==> config.mk <==
export PLATFORM = sky130hd
export DESIGN_NAME = mlp_weight_loader
export DESIGN_NICKNAME = d
export VERILOG_FILES = /design/src/rtl/mlp_weight_loader.sv
export SDC_FILE = /design/constraint.sdc
export NUM_CORES = 1
export LEC_CHECK = 0
export ABC_CLOCK_PERIOD_IN_PS = 6100
export BUFFER_PORTS_ARGS = -buffer_cell sky130_fd_sc_hd__buf_2
export CORE_MARGIN = 3
export CORE_UTILIZATION = 49
export CTS_CLUSTER_DIAMETER = 100
export DETAILED_ROUTE_END_ITERATION = 16
export PLACE_DENSITY = 0.92
export SLEW_MARGIN = 20
export SYNTH_ARGS = -nofsm -noshare
export SYNTH_HDL_FRONTEND = slang
export SYNTH_SLANG_ARGS = --single-unit
==> constraint.sdc <==
create_clock -name aclk -period 6.1 [get_ports aclk]
set_input_delay 0.305 -clock aclk [delete_from_list [all_inputs] [get_ports aclk]]
set_output_delay 0.305 -clock aclk [all_outputs]
set_load 0.005 [all_outputs]
==> src/rtl/mlp_weight_loader.sv <==
// Weight broadcast transmitter: tags each streamed 16-bit weight with layer/index and emits the 32-bit MLP weight word.
// Optional running checksum of accepted weights is built only when MLP_WLOAD_CHKSUM_EN is defined.
module mlp_weight_loader #(
    parameter int W_LEN0 = 15,
    parameter int W_LEN1 = 24,
    parameter int W_LEN2 = 24,
    parameter int W_LEN3 = 8
) (
    input  logic        aclk,
    input  logic        areset,
    input  logic        start,
    input  logic        s_tvalid,
    output logic        s_tready,
    input  logic [15:0] s_tdata,
    input  logic        s_tlast,
    output logic [31:0] w_tdata,
    output logic        busy,
    output logic        done,
    output logic        err,
    output logic [15:0] chksum
);

    typedef enum logic [1:0] {
        IDLE = 2'd0,
        LOAD = 2'd1,
        DONE = 2'd2
    } state_t;

    state_t      state;
    state_t      state_nxt;
    logic [1:0]  layer;
    logic [6:0]  index;
    logic [6:0]  layer_len_m1;
    logic        xfer;
    logic        last_in_layer;
    logic        final_word;
    logic        start_pass;

    // Handshake: a weight moves only on a cycle where s_tvalid and s_tready are both high;
    // s_tready depends on state alone, never on s_tvalid.
    assign s_tready = (state == LOAD);
    assign xfer     = s_tvalid & s_tready;
    assign busy     = (state != IDLE);
    assign done     = (state == DONE);
    assign start_pass = (state == IDLE) && start;

    always_comb begin
        layer_len_m1 = 7'(W_LEN0 - 1);
        case (layer)
            2'd0: layer_len_m1 = 7'(W_LEN0 - 1);
            2'd1: layer_len_m1 = 7'(W_LEN1 - 1);
            2'd2: layer_len_m1 = 7'(W_LEN2 - 1);
            2'd3: layer_len_m1 = 7'(W_LEN3 - 1);
            default: layer_len_m1 = 7'(W_LEN0 - 1);
        endcase
    end

    assign last_in_layer = (index == layer_len_m1);
    assign final_word    = last_in_layer && (layer == 2'd3);

    always_comb begin
        state_nxt = state;
        case (state)
            IDLE: if (start) state_nxt = LOAD;
            LOAD: if (xfer && (final_word || s_tlast)) state_nxt = DONE;
            DONE: state_nxt = IDLE;
            default: state_nxt = IDLE;
        endcase
    end

    always_ff @(posedge aclk) begin
        if (areset) begin
            state   <= IDLE;
            layer   <= 2'd0;
            index   <= 7'd0;
            err     <= 1'b0;
            w_tdata <= 32'h0;
        end else begin
            state   <= state_nxt;
            // Word is zero unless a fresh weight was accepted, so select bits never linger.
            w_tdata <= 32'h0;
            if (start_pass) begin
                layer <= 2'd0;
                index <= 7'd0;
                err   <= 1'b0;
            end
            if (xfer) begin
                w_tdata <= {4'b0000, 4'b0001 << layer, 1'b0, index, s_tdata};
                if (last_in_layer) begin
                    index <= 7'd0;
                    layer <= layer + 2'd1;
                end else begin
                    index <= index + 7'd1;
                end
                // tlast must coincide exactly with the final weight of the last layer.
                if (final_word != s_tlast) err <= 1'b1;
            end
        end
    end

`ifdef MLP_WLOAD_CHKSUM_EN
    logic [15:0] sum_q;

    always_ff @(posedge aclk) begin
        if (areset) begin
            sum_q <= 16'h0;
        end else if (start_pass) begin
            sum_q <= 16'h0;
        end else if (xfer) begin
            sum_q <= sum_q + s_tdata;
        end
    end

    assign chksum = sum_q;
`else
    assign chksum = 16'h0;
`endif

endmodule
==> run summary <==
Synth
• 0 — number of flops mapped to enable cells by yosys
• 0 — Ys Warns
• 34 — distinct cell type count of the synthesized netlist
• 0% — ys async rst share
• sky130_fd_sc_hd__dfxtp_1 — cell with the most instances after synthesis
• sky130_fd_sc_hd__dfxtp_1 (50%), sky130_fd_sc_hd__buf_4 (10%), sky130_fd_sc_hd__and2_1 (9.7%), sky130_fd_sc_hd__ha_1 (3.2%), sky130_fd_sc_hd__nor2_1 (2.4%) — top area cells in the synthesized netlist
• sky130_fd_sc_hd__dfxtp_1 — leading area contributor after synthesis
• 10.0 µm² — average footprint of a synthesized cell
• 154 — Gate Count Post-Synth
• sky130_fd_sc_hd__dfxtp_1 (39), sky130_fd_sc_hd__and2_1 (24), sky130_fd_sc_hd__buf_4 (21) — most used standard cells in the synthesized netlist
• sky130_fd_sc_hd__dfxtp_1 — ys flop type
• 0.00155 mm² — post-synthesis instance area
• 50.5% — fraction of synthesized cell area taken by the top area cell type
• 50.5% — share of the yosys chip area belonging to registers
• 39 — flops & latches, synth

Global route
• 26 — pin count of the biggest net entering global routing
• met2 — most congested layer reported by global routing
• 1024 — number of global-route vias before repair
• 24.2% — global routing met2 resource utilization
• 0 — global route total overflow
• 7.57% — met3 Track Usage GR
• 14.9% — global-route usage over all layers
• 4540 µm — global-route wire length before repair
• 0 — antenna violations before repair
• 16.7% — met1 track demand over resource in global routing

Status
• complete, no violations — result of the run

Detailed routing
• 4.53 — routed vias/inst
• 2740 µm — total wirelength of the detailed-routed design
• 0 — ANT nets after route
• 1141 — routed vias
• 0 — drc violations
• 29 — initial detailed-routing violation count
• 4 — first-pass iteration count of the detailed router
• 10.9 µm — detail-routed net length per standard cell

CTS
• 120 ps — clock-pin slew of the registers on the worst-case setup and hold paths
• 5 — CTS buffer count
• 0 — number of buffers inserted for hold repair after clock tree synthesis
• 0 — CTS-repair resized insts
• 2 — buffer levels on the longest clock path
• built — CTS tree
• 0 — post-CTS repair timing setup buffer count
• sky130_fd_sc_hd__clkbuf_4 — CTS Root Cell
• 340 ps — clock insertion delay at the later pin of the skew report
• 39 — clock tree sinks
• 2 — depth of the CTS H-tree

Placement
• 244 — placed cell count
• 2110 µm — final HPWL from detailed placement
• 51 — count of port buffers added during placement
• 0.770 — RD Place Congestion

Critical path
• 2420 ps — Worst EP arrival
• 7 — cells on worst reg2reg path
• 6340 ps — required time at the worst-slack endpoint
• flip-flop — crit end category
• 6 — peak fanout along the critical path
• flip-flop to flip-flop — Critical Setup Path Class
• 3910 ps — R2R Setup Slk
• layer[0] — Crit Reg-Reg Startpoint
• flip-flop — startpoint type of the worst setup path
• err — r2r endpoint

Timing
• 35.9% — ratio of final minimum period to clock period
• 457 MHz — Max Clk Rate
• 0 ps — final-layout setup total negative slack
• 0 — final number of max-transition violations
• false — unrepaired setup endpoints after global routing
• 0 — final number of hold-violating endpoints
• 2190 ps — post-route minimum period
• 0 — final count of negative-setup-slack endpoints
• 7.79 ps — final worst clock skew

Floorplanning
• 19 — row count
• 0.00387 mm² — die outline area
• 73 — I/O pin count
• 62.2 µm — die extent in x
• 62.2 µm — Die Span Y
• 0.00288 mm² — Core Footprint
• 53.8% — effective utilization at floorplan

Finish
• 19.3% — Layout area overhead
• 252 — non-filler cells in the finished layout
• 0 — Antenna Diode Count
• 234 — fin nets
• 31.9% — share of layout cells above drive strength 1
• 64.2% — Final Util

Power
• 0.945 nW — leakage power figure
• 247 mW/mm² — power density relative to cell area
• 0.000124 V — Worst VDD drop
• 0.000456 W — overall power

Run
• 0 — Max-Cap Viols

Min path
• 2 — hold path depth
• s_tdata[5] — worst hold start
• input pin to flip-flop — Tightest Hold Check Type
• w_tdata[5] — capture endpoint of the worst hold path

[critical path, cell delays in order (launching register included)]
cell and delay, ps:
sky130_fd_sc_hd__dfxtp_1 430, sky130_fd_sc_hd__inv_1 100, sky130_fd_sc_hd__ha_1 210, sky130_fd_sc_hd__or3b_1 390
sky130_fd_sc_hd__a211oi_4 330, sky130_fd_sc_hd__nand2_1 110, sky130_fd_sc_hd__ha_1 280, sky130_fd_sc_hd__a22o_1 220
[worst max path at each step]
stage / start / endpoint
after global placement: layer[0] / err
final: layer[0] / err
after detailed placement: layer[0] / err
after floorplan: layer[0] / err
after global routing: layer[0] / err
after CTS: layer[0] / err
[layer usage]
| layer | vias to the layer above | wire [µm] |
|---|---|---|
| met4 | 0 | 22 |
| met2 | 52 | 1340 |
| met3 | 2 | 265 |
| met1 | 511 | 1110 |
| met5 | - | 0 |
| li1 | 576 | - |
[final cells by class]
cell class	count	area [µm²]
clock buffers	5	37.5
well taps	42	52.6
multi-input cells	107	657
repair buffers	51	255
flip-flops and latches	39	781
clock inverters	3	43.8
inverters	5	18.8
fillers	250	1030
[power by group]
part	total, W	internal [W]	switching [W]
Combinational	0.0000264	0.0000124	0.0000139
Sequential	0.000261	0.000259	0.00000266
Clock	0.000169	0.0000862	0.0000826
Total	0.000456	0.000357	0.0000992
[flip-flops by register name, indices dropped and copies added (netlist names)]
register	flops
err	1
w_tdata	27
state	2
index	7
layer	2
[per-stage QoR]
| stage | setup WS [ps] | hold WS, ps | instance area (µm²) |
|---|---|---|---|
| after floorplan | 4110 | 382 | 1620 |
| after global placement | 4050 | 455 | 1760 |
| final | 3910 | 153 | 1850 |
| after detailed placement | 3920 | 491 | 1760 |
| after global routing | 3800 | 110 | 1850 |
| after CTS | 3900 | 131 | 1850 |
[layout by cell type (no fill, tap or decap), drive strengths merged]
cell type   n
buf        51
dfxtp      39
and2       25
conb       21
nor2       11
nor3        7
nand2       6
inv         5
nand3       5
clkbuf      5
ha          4
nand3b      3
mux2i       3
nor2b       2
a211o       2
a221o       2
a211oi      2
a22o        2
and3        2
clkinv      2
or3b        1
nand4bb     1
xor2        1
and4bb      1
a21oi       1
nand2b      1
o22ai       1
or2         1
o21ai       1
mux2        1
bufinv      1
[cells by family after synthesis]
family / synth area share [%]
compound gates: 6.47
xor+xnor: 0.566
fa+ha+maj: 3.24
buf+inv: 11.9
flops: 50.5
mux: 2.67
other cells: 0.242
simple gates: 24.4
Note: power is estimated with default switching activity, not from simulation.
